[src/rtl/ffe_pkg.sv]
// ffe_pkg: shared FSM encodings and default geometry for the FFE coefficient manager
package ffe_pkg;
  localparam int FFE_NUM_TAPS = 4;
  localparam int FFE_DEPTH = FFE_NUM_TAPS;
  localparam int FFE_COEFF_WIDTH = 8;
  localparam logic [2:0] ST_IDLE = 3'd0;
  localparam logic [2:0] ST_LOAD = 3'd1;
  localparam logic [2:0] ST_PEND = 3'd2;
  localparam logic [2:0] ST_SWAP = 3'd3;
  localparam logic [2:0] ST_SYNC = 3'd4;
endpackage

[src/rtl/ffe_coeff_manager_if.sv]
// ffe_coeff_manager_if: host config port, commit control and FFE read port of the coefficient manager
// slave = coefficient manager, master = host/FFE side.
// Readback signals exist only when FFE_COEFF_READBACK_EN is defined.
interface ffe_coeff_manager_if #(
  parameter int DEPTH = ffe_pkg::FFE_DEPTH,
  parameter int COEFF_WIDTH = ffe_pkg::FFE_COEFF_WIDTH,
  parameter int ADDR_SIZE = $clog2(DEPTH)
);
  logic cfg_valid;
  logic cfg_ready;
  logic [ADDR_SIZE-1:0] cfg_addr;
  logic [COEFF_WIDTH-1:0] cfg_data;
  logic commit;
  logic commit_done;
  logic busy;
  logic ffe_active;
  logic sym_boundary;
  logic rd_en;
  logic [ADDR_SIZE-1:0] rd_addr;
  logic [COEFF_WIDTH-1:0] rd_data;
  logic bank_sel;
`ifdef FFE_COEFF_READBACK_EN
  logic cfg_rd_en;
  logic [ADDR_SIZE-1:0] cfg_rd_addr;
  logic cfg_rd_bank;
  logic [COEFF_WIDTH-1:0] cfg_rd_data;
`endif
  modport slave (
`ifdef FFE_COEFF_READBACK_EN
    input cfg_rd_en, cfg_rd_addr, cfg_rd_bank,
    output cfg_rd_data,
`endif
    input cfg_valid, cfg_addr, cfg_data, commit, ffe_active, sym_boundary, rd_en, rd_addr,
    output cfg_ready, commit_done, busy, rd_data, bank_sel
  );
  modport master (
`ifdef FFE_COEFF_READBACK_EN
    output cfg_rd_en, cfg_rd_addr, cfg_rd_bank,
    input cfg_rd_data,
`endif
    output cfg_valid, cfg_addr, cfg_data, commit, ffe_active, sym_boundary, rd_en, rd_addr,
    input cfg_ready, commit_done, busy, rd_data, bank_sel
  );
endinterface

[src/rtl/ffe_coeff_bank.sv]
// ffe_coeff_bank: DEPTH x COEFF_WIDTH register file, one sync write port, two combinational read ports
// Ports: ffe_clk, rst (async high, clears to zero), we/waddr/wdata write, ra0/rd0 and ra1/rd1 reads.
module ffe_coeff_bank #(
  parameter int DEPTH = ffe_pkg::FFE_DEPTH,
  parameter int COEFF_WIDTH = ffe_pkg::FFE_COEFF_WIDTH,
  parameter int ADDR_SIZE = $clog2(DEPTH)
) (
  input  logic ffe_clk,
  input  logic rst,
  input  logic we,
  input  logic [ADDR_SIZE-1:0] waddr,
  input  logic [COEFF_WIDTH-1:0] wdata,
  input  logic [ADDR_SIZE-1:0] ra0,
  output logic [COEFF_WIDTH-1:0] rd0,
  input  logic [ADDR_SIZE-1:0] ra1,
  output logic [COEFF_WIDTH-1:0] rd1
);
  logic [COEFF_WIDTH-1:0] mem [DEPTH];
  always_ff @(posedge ffe_clk or posedge rst)
    if (rst) for (int i = 0; i < DEPTH; i++) mem[i] <= '0;
    else if (we) mem[waddr] <= wdata;
  assign rd0 = mem[ra0];
  assign rd1 = mem[ra1];
endmodule

[src/rtl/ffe_coeff_manager.sv]
// ffe_coeff_manager: double-buffered FFE tap store; host loads the shadow bank, commit swaps at a symbol boundary
// Ports: ffe_clk, rst (async high), bus (ffe_coeff_manager_if.slave: cfg write handshake, commit/commit_done,
// busy, ffe_active/sym_boundary, registered FFE read port, bank_sel).
// FFE_COEFF_READBACK_EN adds a registered host readback of either bank; while SYNC owns the active bank's
// spare read port, an active-bank readback returns the tap currently being copied.
module ffe_coeff_manager import ffe_pkg::*; #(
  parameter int DEPTH = FFE_DEPTH,
  parameter int COEFF_WIDTH = FFE_COEFF_WIDTH,
  parameter int ADDR_SIZE = $clog2(DEPTH)
) (
  input logic ffe_clk,
  input logic rst,
  ffe_coeff_manager_if.slave bus
);
  localparam logic [ADDR_SIZE:0] LIMIT = (ADDR_SIZE + 1)'(DEPTH);
  localparam logic [ADDR_SIZE-1:0] LAST = ADDR_SIZE'(DEPTH - 1);
  logic [2:0] state, state_nx;
  logic [ADDR_SIZE-1:0] cnt, rb_addr;
  logic wr_acc, wr_ok, in_sync, sync_last;
  logic [COEFF_WIDTH-1:0] q0 [2];
  logic [COEFF_WIDTH-1:0] q1 [2];
  logic [COEFF_WIDTH-1:0] act0, act1;
  function automatic logic in_range(input logic [ADDR_SIZE-1:0] a);
    return {1'b0, a} < LIMIT;
  endfunction
  assign bus.cfg_ready = state == ST_IDLE || state == ST_LOAD;
  assign bus.busy = state == ST_PEND || state == ST_SWAP || state == ST_SYNC;
  assign wr_acc = bus.cfg_valid && bus.cfg_ready;
  assign wr_ok = wr_acc && in_range(bus.cfg_addr);
  assign in_sync = state == ST_SYNC;
  assign sync_last = in_sync && cnt == LAST;
`ifdef FFE_COEFF_READBACK_EN
  assign rb_addr = bus.cfg_rd_addr;
`else
  assign rb_addr = cnt;
`endif
  // Active bank: port0 serves the FFE, port1 serves the SYNC copy (else readback).
  // Shadow bank: port0 serves readback; it takes host writes and SYNC copies.
  for (genvar b = 0; b < 2; b++) begin : g_bank
    logic act, we;
    logic [ADDR_SIZE-1:0] ra0, ra1;
    assign act = bus.bank_sel == 1'(b);
    assign we = !act && (wr_ok || in_sync);
    assign ra0 = act ? bus.rd_addr : rb_addr;
    assign ra1 = act && !in_sync ? rb_addr : cnt;
    ffe_coeff_bank #(.DEPTH(DEPTH), .COEFF_WIDTH(COEFF_WIDTH), .ADDR_SIZE(ADDR_SIZE)) u_bank (
      .ffe_clk(ffe_clk),
      .rst(rst),
      .we(we),
      .waddr(in_sync ? cnt : bus.cfg_addr),
      .wdata(in_sync ? act1 : bus.cfg_data),
      .ra0(ra0),
      .rd0(q0[b]),
      .ra1(ra1),
      .rd1(q1[b])
    );
  end
  assign act0 = bus.bank_sel ? q0[1] : q0[0];
  assign act1 = bus.bank_sel ? q1[1] : q1[0];
  always_comb begin
    state_nx = ST_IDLE;
    case (state)
      ST_IDLE: state_nx = wr_acc ? (bus.commit ? ST_PEND : ST_LOAD) : ST_IDLE;
      ST_LOAD: state_nx = bus.commit ? ST_PEND : ST_LOAD;
      ST_PEND: state_nx = bus.sym_boundary || !bus.ffe_active ? ST_SWAP : ST_PEND;
      ST_SWAP: state_nx = ST_SYNC;
      ST_SYNC: state_nx = sync_last ? ST_IDLE : ST_SYNC;
      default: state_nx = ST_IDLE;
    endcase
  end
  // bank_sel flips on the SWAP edge, so reads sampled in SWAP still see the old bank.
  always_ff @(posedge ffe_clk or posedge rst)
    if (rst) begin
      state <= ST_IDLE;
      cnt <= '0;
      bus.bank_sel <= 1'b0;
      bus.commit_done <= 1'b0;
      bus.rd_data <= '0;
    end else begin
      state <= state_nx;
      cnt <= in_sync && !sync_last ? cnt + 1'b1 : '0;
      bus.bank_sel <= bus.bank_sel ^ (state == ST_SWAP);
      bus.commit_done <= sync_last || (state == ST_IDLE && bus.commit && !wr_acc);
      if (bus.rd_en) bus.rd_data <= in_range(bus.rd_addr) ? act0 : '0;
    end
`ifdef FFE_COEFF_READBACK_EN
  logic [COEFF_WIDTH-1:0] shd0;
  assign shd0 = bus.bank_sel ? q0[0] : q0[1];
  always_ff @(posedge ffe_clk or posedge rst)
    if (rst) bus.cfg_rd_data <= '0;
    else if (bus.cfg_rd_en) bus.cfg_rd_data <= !in_range(bus.cfg_rd_addr) ? '0 : bus.cfg_rd_bank ? shd0 : act1;
`endif
endmodule

[src/flat_wrapper.sv]
// flat-port wrapper written by rule: the top's interface ports become plain ports
module ffe_coeff_manager_flat import ffe_pkg::*;
#(
  parameter int DEPTH = FFE_DEPTH,
  parameter int COEFF_WIDTH = FFE_COEFF_WIDTH,
  parameter int ADDR_SIZE = $clog2(DEPTH)
)
  (ffe_clk, rst, bus_cfg_valid, bus_cfg_addr, bus_cfg_data, bus_commit, bus_ffe_active, bus_sym_boundary, bus_rd_en, bus_rd_addr, bus_cfg_ready, bus_commit_done, bus_busy, bus_rd_data, bus_bank_sel);
  ffe_coeff_manager_if #(.DEPTH(DEPTH), .COEFF_WIDTH(COEFF_WIDTH), .ADDR_SIZE(ADDR_SIZE)) bus_i ();
  input logic ffe_clk;
  input logic rst;
  input wire logic [$bits(bus_i.cfg_valid)-1:0] bus_cfg_valid;
  input wire logic [$bits(bus_i.cfg_addr)-1:0] bus_cfg_addr;
  input wire logic [$bits(bus_i.cfg_data)-1:0] bus_cfg_data;
  input wire logic [$bits(bus_i.commit)-1:0] bus_commit;
  input wire logic [$bits(bus_i.ffe_active)-1:0] bus_ffe_active;
  input wire logic [$bits(bus_i.sym_boundary)-1:0] bus_sym_boundary;
  input wire logic [$bits(bus_i.rd_en)-1:0] bus_rd_en;
  input wire logic [$bits(bus_i.rd_addr)-1:0] bus_rd_addr;
  output wire logic [$bits(bus_i.cfg_ready)-1:0] bus_cfg_ready;
  output wire logic [$bits(bus_i.commit_done)-1:0] bus_commit_done;
  output wire logic [$bits(bus_i.busy)-1:0] bus_busy;
  output wire logic [$bits(bus_i.rd_data)-1:0] bus_rd_data;
  output wire logic [$bits(bus_i.bank_sel)-1:0] bus_bank_sel;
  assign bus_i.cfg_valid = bus_cfg_valid;
  assign bus_i.cfg_addr = bus_cfg_addr;
  assign bus_i.cfg_data = bus_cfg_data;
  assign bus_i.commit = bus_commit;
  assign bus_i.ffe_active = bus_ffe_active;
  assign bus_i.sym_boundary = bus_sym_boundary;
  assign bus_i.rd_en = bus_rd_en;
  assign bus_i.rd_addr = bus_rd_addr;
  assign bus_cfg_ready = bus_i.cfg_ready;
  assign bus_commit_done = bus_i.commit_done;
  assign bus_busy = bus_i.busy;
  assign bus_rd_data = bus_i.rd_data;
  assign bus_bank_sel = bus_i.bank_sel;
  ffe_coeff_manager #(.DEPTH(DEPTH), .COEFF_WIDTH(COEFF_WIDTH), .ADDR_SIZE(ADDR_SIZE)) u_core (.ffe_clk(ffe_clk), .rst(rst), .bus(bus_i));
endmodule
[config.mk]
export PLATFORM = sky130hd
export DESIGN_NAME = ffe_coeff_manager_flat
export DESIGN_NICKNAME = d
export VERILOG_FILES = /design/src/rtl/ffe_pkg.sv /design/src/rtl/ffe_coeff_manager_if.sv /design/src/rtl/ffe_coeff_bank.sv /design/src/rtl/ffe_coeff_manager.sv /design/src/flat_wrapper.sv
export SDC_FILE = /design/constraint.sdc
export NUM_CORES = 1
export LEC_CHECK = 0
export ABC_AREA = 0
export CORE_MARGIN = 1.5
export CORE_UTILIZATION = 30
export CTS_BUF_LIST = sky130_fd_sc_hd__clkbuf_4 sky130_fd_sc_hd__clkbuf_8
export DETAILED_ROUTE_END_ITERATION = 6
export SLEW_MARGIN = 40
export SYNTH_ARGS = -nofsm -noshare
export SYNTH_HDL_FRONTEND = slang
export SYNTH_SLANG_ARGS = --single-unit
[constraint.sdc]
create_clock -name ffe_clk -period 2.5 [get_ports ffe_clk]
set_clock_uncertainty 0.15 [all_clocks]
set_input_delay 0.5 -clock ffe_clk [delete_from_list [all_inputs] [get_ports ffe_clk]]
set_output_delay 0.5 -clock ffe_clk [all_outputs]
set_load 0.005 [all_outputs]
==> metrics.md <==
| Metric | Value |
|---|---|
| Overall Global Routing Usage | `0.148` |
| DR iter-0 viols | `about 210` |
| Number of max-cap violations | `0` |
| Total Power | `roughly 6 mW` |
| Mapped Cells | `around 310` |
| Synth top area share | `0.454` |
| Nature of the critical path startpoint | `flip-flop` |
| Core area | `~14000 sq um` |
| Crit share post-route | `0.962` |
| Area growth from synthesis to layout | `20.8%` |
| Ys async rst share | `1.00` |
| Routed WL | `around 11 mm` |
| Post-synth top cells | `dfrtp_1, mux2_2, nand2_1` |
| Switching part of the total | `0.340` |
| Sequential power share | `0.399` |
| Setup CP Type | `reg2out` |
| # IOs | `31` |
| Min-delay worst type | `in2async` |
| Pwr/cell area | `roughly 1100 nW/um^2` |
| Mapped Area | `4360 sq um` |
| Peak supply drop | `0.000333 V` |
| Initial antenna violation count | `0` |
| CTS tree | `done` |
| Area contributors post-synth | `dfrtp_1, mux4_1, mux2_2` |
| Yosys reg bits | `a little under 80` |
| Syn avg cell area | `around 14 sq um` |
| Top_reg_cell synth | `dfrtp_1` |
| Post-synth net total | `~330` |
| Register-to-Register Setup Slack | `0.14 ns` |
| Grt total ovfl | `0` |
| Leakage | `2.25 nW` |
| Worst slew pin tran | `0.690 ns` |
| Clock-pin slew on the worst setup and hold paths | `0.08 ns` |
| Die span in x | `roughly 120 um` |
| Floorplan row count | `43` |
| CTS max path bufs | `2` |
| Die Y | `around 120 um` |
| Nets | `between 300 and 400` |
| Combinational power share | `0.454` |
| RR Startpoint | `u_core.state[0]` |
| Peak Freq | `roughly 0.42 GHz` |
| Vias in the first global route | `roughly 2900` |
| Final Slew Violations | `0` |
| YS warnings | `0` |
| Cell Int Power | `a little under 4 mW` |
| Setup_tns | `0 ns` |
| Count leader, synth | `dfrtp_1` |
| CP Capture Type | `primary output` |
| First-pass GRT wire length | `16.7 mm` |
| Multi-input gate area | `approximately 2300 sq um` |
| H-tree levels | `3` |
| Area leader, netlist | `dfrtp_1` |
| HPWL after DPL | `7.48 mm` |
| Crit path DAT | `roughly 1.8 ns` |
| Post-layout util | `0.375` |
| Initial Util | `0.310` |
| DR vias/cell | `~5.2` |
| Via Count | `approximately 2800` |
| Share of cells above drive strength 1 | `0.351` |
| Clock Power Share | `0.147` |
| Hold slack | `roughly 0.35 ns` |
| Die Area | `15300 sq um` |
| DRC | `0` |
| Synth cell types | `37` |
| Max-slew headroom | `0.540` |
| Finish-stage setup viols | `0` |
| Final Critical Period | `roughly 2.4 ns` |
| Port Buffer Count | `30` |
| Fillcell total | `about 1300` |
| Clk sinks | `roughly 80` |
| R2R depth | `5` |
| Number of synthesized flops with an enable pin | `0` |
| RR Endpoint | `u_core.g_bank[1].u_bank.mem[18]` |
| Wire per inst | `approximately 19 um` |
| Register area | `approximately 2000 sq um` |
| Worst path required time | `1.85 ns` |
| Unrepaired setup endpoints after global routing | `false` |
| Register area share after synthesis | `0.454` |
| Pin count of the biggest net entering global routing | `43` |
| Num CTS Buffers | `9` |
| Antenna Violating Nets Remaining | `0` |
| Fin. Hold Viols | `0` |
| Drt pass-1 iters | `4` |
| Outcome | `complete, no violations` |
| CP Max Fanout | `4` |
| Antenna diodes | `0` |
| Root buffer cell | `clkbuf_8` |
| Later-pin clock latency in the skew report | `between 0.3 and 0.4 ns` |
| Psw | `2.04 mW` |
| Global placer's final weighted congestion | `just under 0.8` |
## layer usage
layer  GRT usage  wire length, um  vias up
met2       0.239             5070       67
met3      0.0314              452       21
li1            -                -     1290
met4      0.0611              255        0
met1       0.193             4790     1468
met5           0                0        -
## cell type report
type	instances	area share
clock buffers	14	0.0318
clock inverters	1	0.000950
inverters	4	0.00356
multi-input cells	205	0.428
flip-flops and latches	79	0.376
well taps	180	0.0428
repair buffers	64	0.117
## what timing repair did
| action | in CTS | in global routing |
|---|---|---|
| setup buffers | 1 | 3 |
| endpoints found under the setup margin | 1 | 1 |
| gates resized for setup | 2 | 1 |
| hold buffers | 0 | 0 |
## critical path: stages (launching register included)
cell             delay [ns]
dfrtp_2                0.42
nand2b_1               0.19
nand2b_4               0.17
o21ai_0                0.08
clkdlybuf4s50_1        0.53
## metrics by stage
stage	std cells	worst slack (ns)	cell area, sq um
2_1_floorplan	306	0.471	4360
3_3_place_gp	528	-0.00880	5050
3_5_place_dp	528	0.0129	5050
4_1_cts	544	0.0326	5240
5_1_grt	547	0.0123	5270
6_report	547	0.0956	5270
## power groups by stage
| stage | Combinational, mW | Clock (mW) | Sequential [mW] |
|---|---|---|---|
| 2_1_floorplan | 1.95 | 0 | 2.19 |
| 3_3_place_gp | 2.63 | 0 | 2.38 |
| 3_5_place_dp | 2.67 | 0 | 2.42 |
| 4_1_cts | 2.70 | 0.899 | 2.40 |
| 5_1_grt | 2.95 | 0.957 | 2.47 |
| 6_report | 2.73 | 0.880 | 2.40 |
## cell usage in the layout, fill, tap and decap left out, types with 5 or more instances in the layout
master,netlist,layout
mux2i_1,6,6
nand2_1,32,32
dfrtp_1,79,77
buf_4,4,29
a31oi_2,7,7
buf_12,0,5
mux2_1,7,7
nor3b_1,5,5
clkbuf_8,0,10
a31oi_1,7,7
clkdlybuf4s50_1,0,30
nor2_1,22,22
mux4_1,29,29
mux2_2,57,57
## logic make-up (layout without fill, tap and decap cells)
logic type,after synthesis,count (layout),synth area share
AO/OA/AOI/OAI,28,28,0.0545
XOR/XNOR,1,1,0.00201
adder cells (fa/ha/maj),1,1,0.00287
buffers and inverters,22,83,0.0316
flip-flops,79,79,0.454
multiplexers,104,104,0.380
AND/OR/NAND/NOR,71,71,0.0758
## worst max-delay path by stage
stage | startpoint | to | depth (start not counted)
finish | u_core.state[0] | bus_busy | 4
global route | u_core.state[0] | u_core.g_bank[1].u_bank.mem[13] | 5
CTS | u_core.state[0] | bus_busy | 4
detailed placement | bus_cfg_valid | u_core.g_bank[0].u_bank.mem[12] | 6
global placement | bus_cfg_valid | u_core.g_bank[1].u_bank.mem[25] | 6
floorplan | u_core.bus.bank_sel | u_core.bus.rd_data[7] | 5
## state kept, by name (all words and copies together), names as in the netlist
name,cells
u_core.cnt,2
u_core.bus.bank_sel,1
u_core.state,3
u_core.g_bank.u_bank.mem,64
u_core.bus.commit_done,1
u_core.bus.rd_data,8
Power figures use the tool's default switching activity.
==> variant, RTL diff (same flow settings) <==
Change the package constant `FFE_COEFF_WIDTH` from 8 to 10.
--- a/src/rtl/ffe_pkg.sv
+++ b/src/rtl/ffe_pkg.sv
@@ -2,7 +2,7 @@
 package ffe_pkg;
   localparam int FFE_NUM_TAPS = 4;
   localparam int FFE_DEPTH = FFE_NUM_TAPS;
-  localparam int FFE_COEFF_WIDTH = 8;
+  localparam int FFE_COEFF_WIDTH = 10;
   localparam logic [2:0] ST_IDLE = 3'd0;
   localparam logic [2:0] ST_LOAD = 3'd1;
   localparam logic [2:0] ST_PEND = 3'd2;
Interface: changed (resized bus_cfg_data and bus_rd_data); port bits go from 31 to 35. The function was not compared with the original's and may differ.
==> variant against the original RTL <==
Sequential cell count is 18 higher. Setup slack worse by 0.019 ns. Power is 23% higher. Synthesized area is 21% higher. Critical path depth is 1 higher. Hold slack better by 0.015 ns. Wire length is 22% higher. Design area is 21% higher. Non-clock buffer count is 6 higher. Largest power group unchanged. Highest routed layer unchanged.
==> variant: results (changes against the original RTL) <==
- Status: complete, no violations
- Sw frac: 34.4% (+0.40 points)
- HP Class: reg2reg
- DP Worst Slack: -0.0633 ns (-0.0762 ns)
- Post-synthesis sequential area ratio: 45.9% (+0.51 points)
- Layout cells sized above 1: 39.4% (+4.3 points)
- Via density: 5.19 (-0.17%)
- Syn nets: 392 (+20%)
- Final WL: 12,900 um (+22%)
- PortBufs: 34 (+13%)
- Worst skew pair latency: 0.38 ns (+0.02 ns)
- Worst Tran Pin Value: 0.699 ns (+0.00873 ns)
- Post-synthesis adder-cell area fraction: 0.236% (-0.051 points)
- Vias in the first global route: 3,661 (+25%)
- Seq group: 2960 uW (+23%)
- Proportion of synthesized area in mux cells: 37.1% (-0.83 points)
- XOR/XNOR Fraction of Synth Area: 0.165% (-0.035 points)
- WP data arrival: 1.77 ns (+0.02 ns)
- Drt initial violations: 223 (+8.3%)
- VDD IR max: 0.315 mV (-5.4%)
- Worst hold margin: 0.369 ns (+0.0150 ns)
- FILL cells: 1,661 (+27%)
- Largest net degree at the start of global routing: 31 (-28%)
- DR WL met2: 6410 um (+26%)
- Worst r2r dst: u_core.g_bank[1].u_bank.mem[24]
- Met3 wire length: 395 um (-13%)
- Post-synthesis compound-gate area fraction: 5.63% (+0.17 points)
- Syn Inst Count: 370 (+21%)
- Met2 usage: 25.3% (+1.3 points)
- Met1 Use GR: 20.2% (+0.88 points)
- Placed instance count: 643 (+22%)
- Met1 Wirelength: 5950 um (+24%)
- Clk pwr: 1060 uW (+20%)
- First-pass GRT wire length: 20,700 um (+24%)
- Grt met3 use: 2.57% (-0.56 points)
- Static leakage: 0.00259 uW (+15%)
- Most frequent cells after synthesis: dfrtp_1 (97), mux2_2 (59), nand2_1 (43)
- Switch Pwr: 2550 uW (+25%)
- Dpl cell area: 0.00614 sq mm (+22%)
- Synth top area cells: dfrtp_1 (46%), mux4_2 (13%), mux2_2 (13%)
==> variant: final cells by class <==
type                            count  area (sq um)  area share, %
Clock buffer                       10           138           2.16
Multi-Input combinational cell    248          2690           42.4
Timing Repair Buffer               70           736           11.6
Inverter                            4          18.8          0.295
Tap cell                          225           282           4.43
Sequential cell                    97          2430           38.2
Clock inverter                      5          63.8           1.00
==> variant: how the worst max path moves through the flow <==
stage | from | endpoint | slack [ns] | cells after the start
6_report | u_core.state[1] | bus_busy | 0.08 | 5
5_1_grt | u_core.state[2] | bus_busy | 0.01 | 4
4_1_cts | u_core.state[1] | bus_busy | 0.04 | 5
3_5_place_dp | bus_cfg_valid | u_core.g_bank[0].u_bank.mem[21] | -0.06 | 6
3_3_place_gp | bus_cfg_valid | u_core.g_bank[0].u_bank.mem[24] | -0.05 | 6
2_1_floorplan | u_core.bus.bank_sel | u_core.bus.rd_data[1] | 0.48 | 5
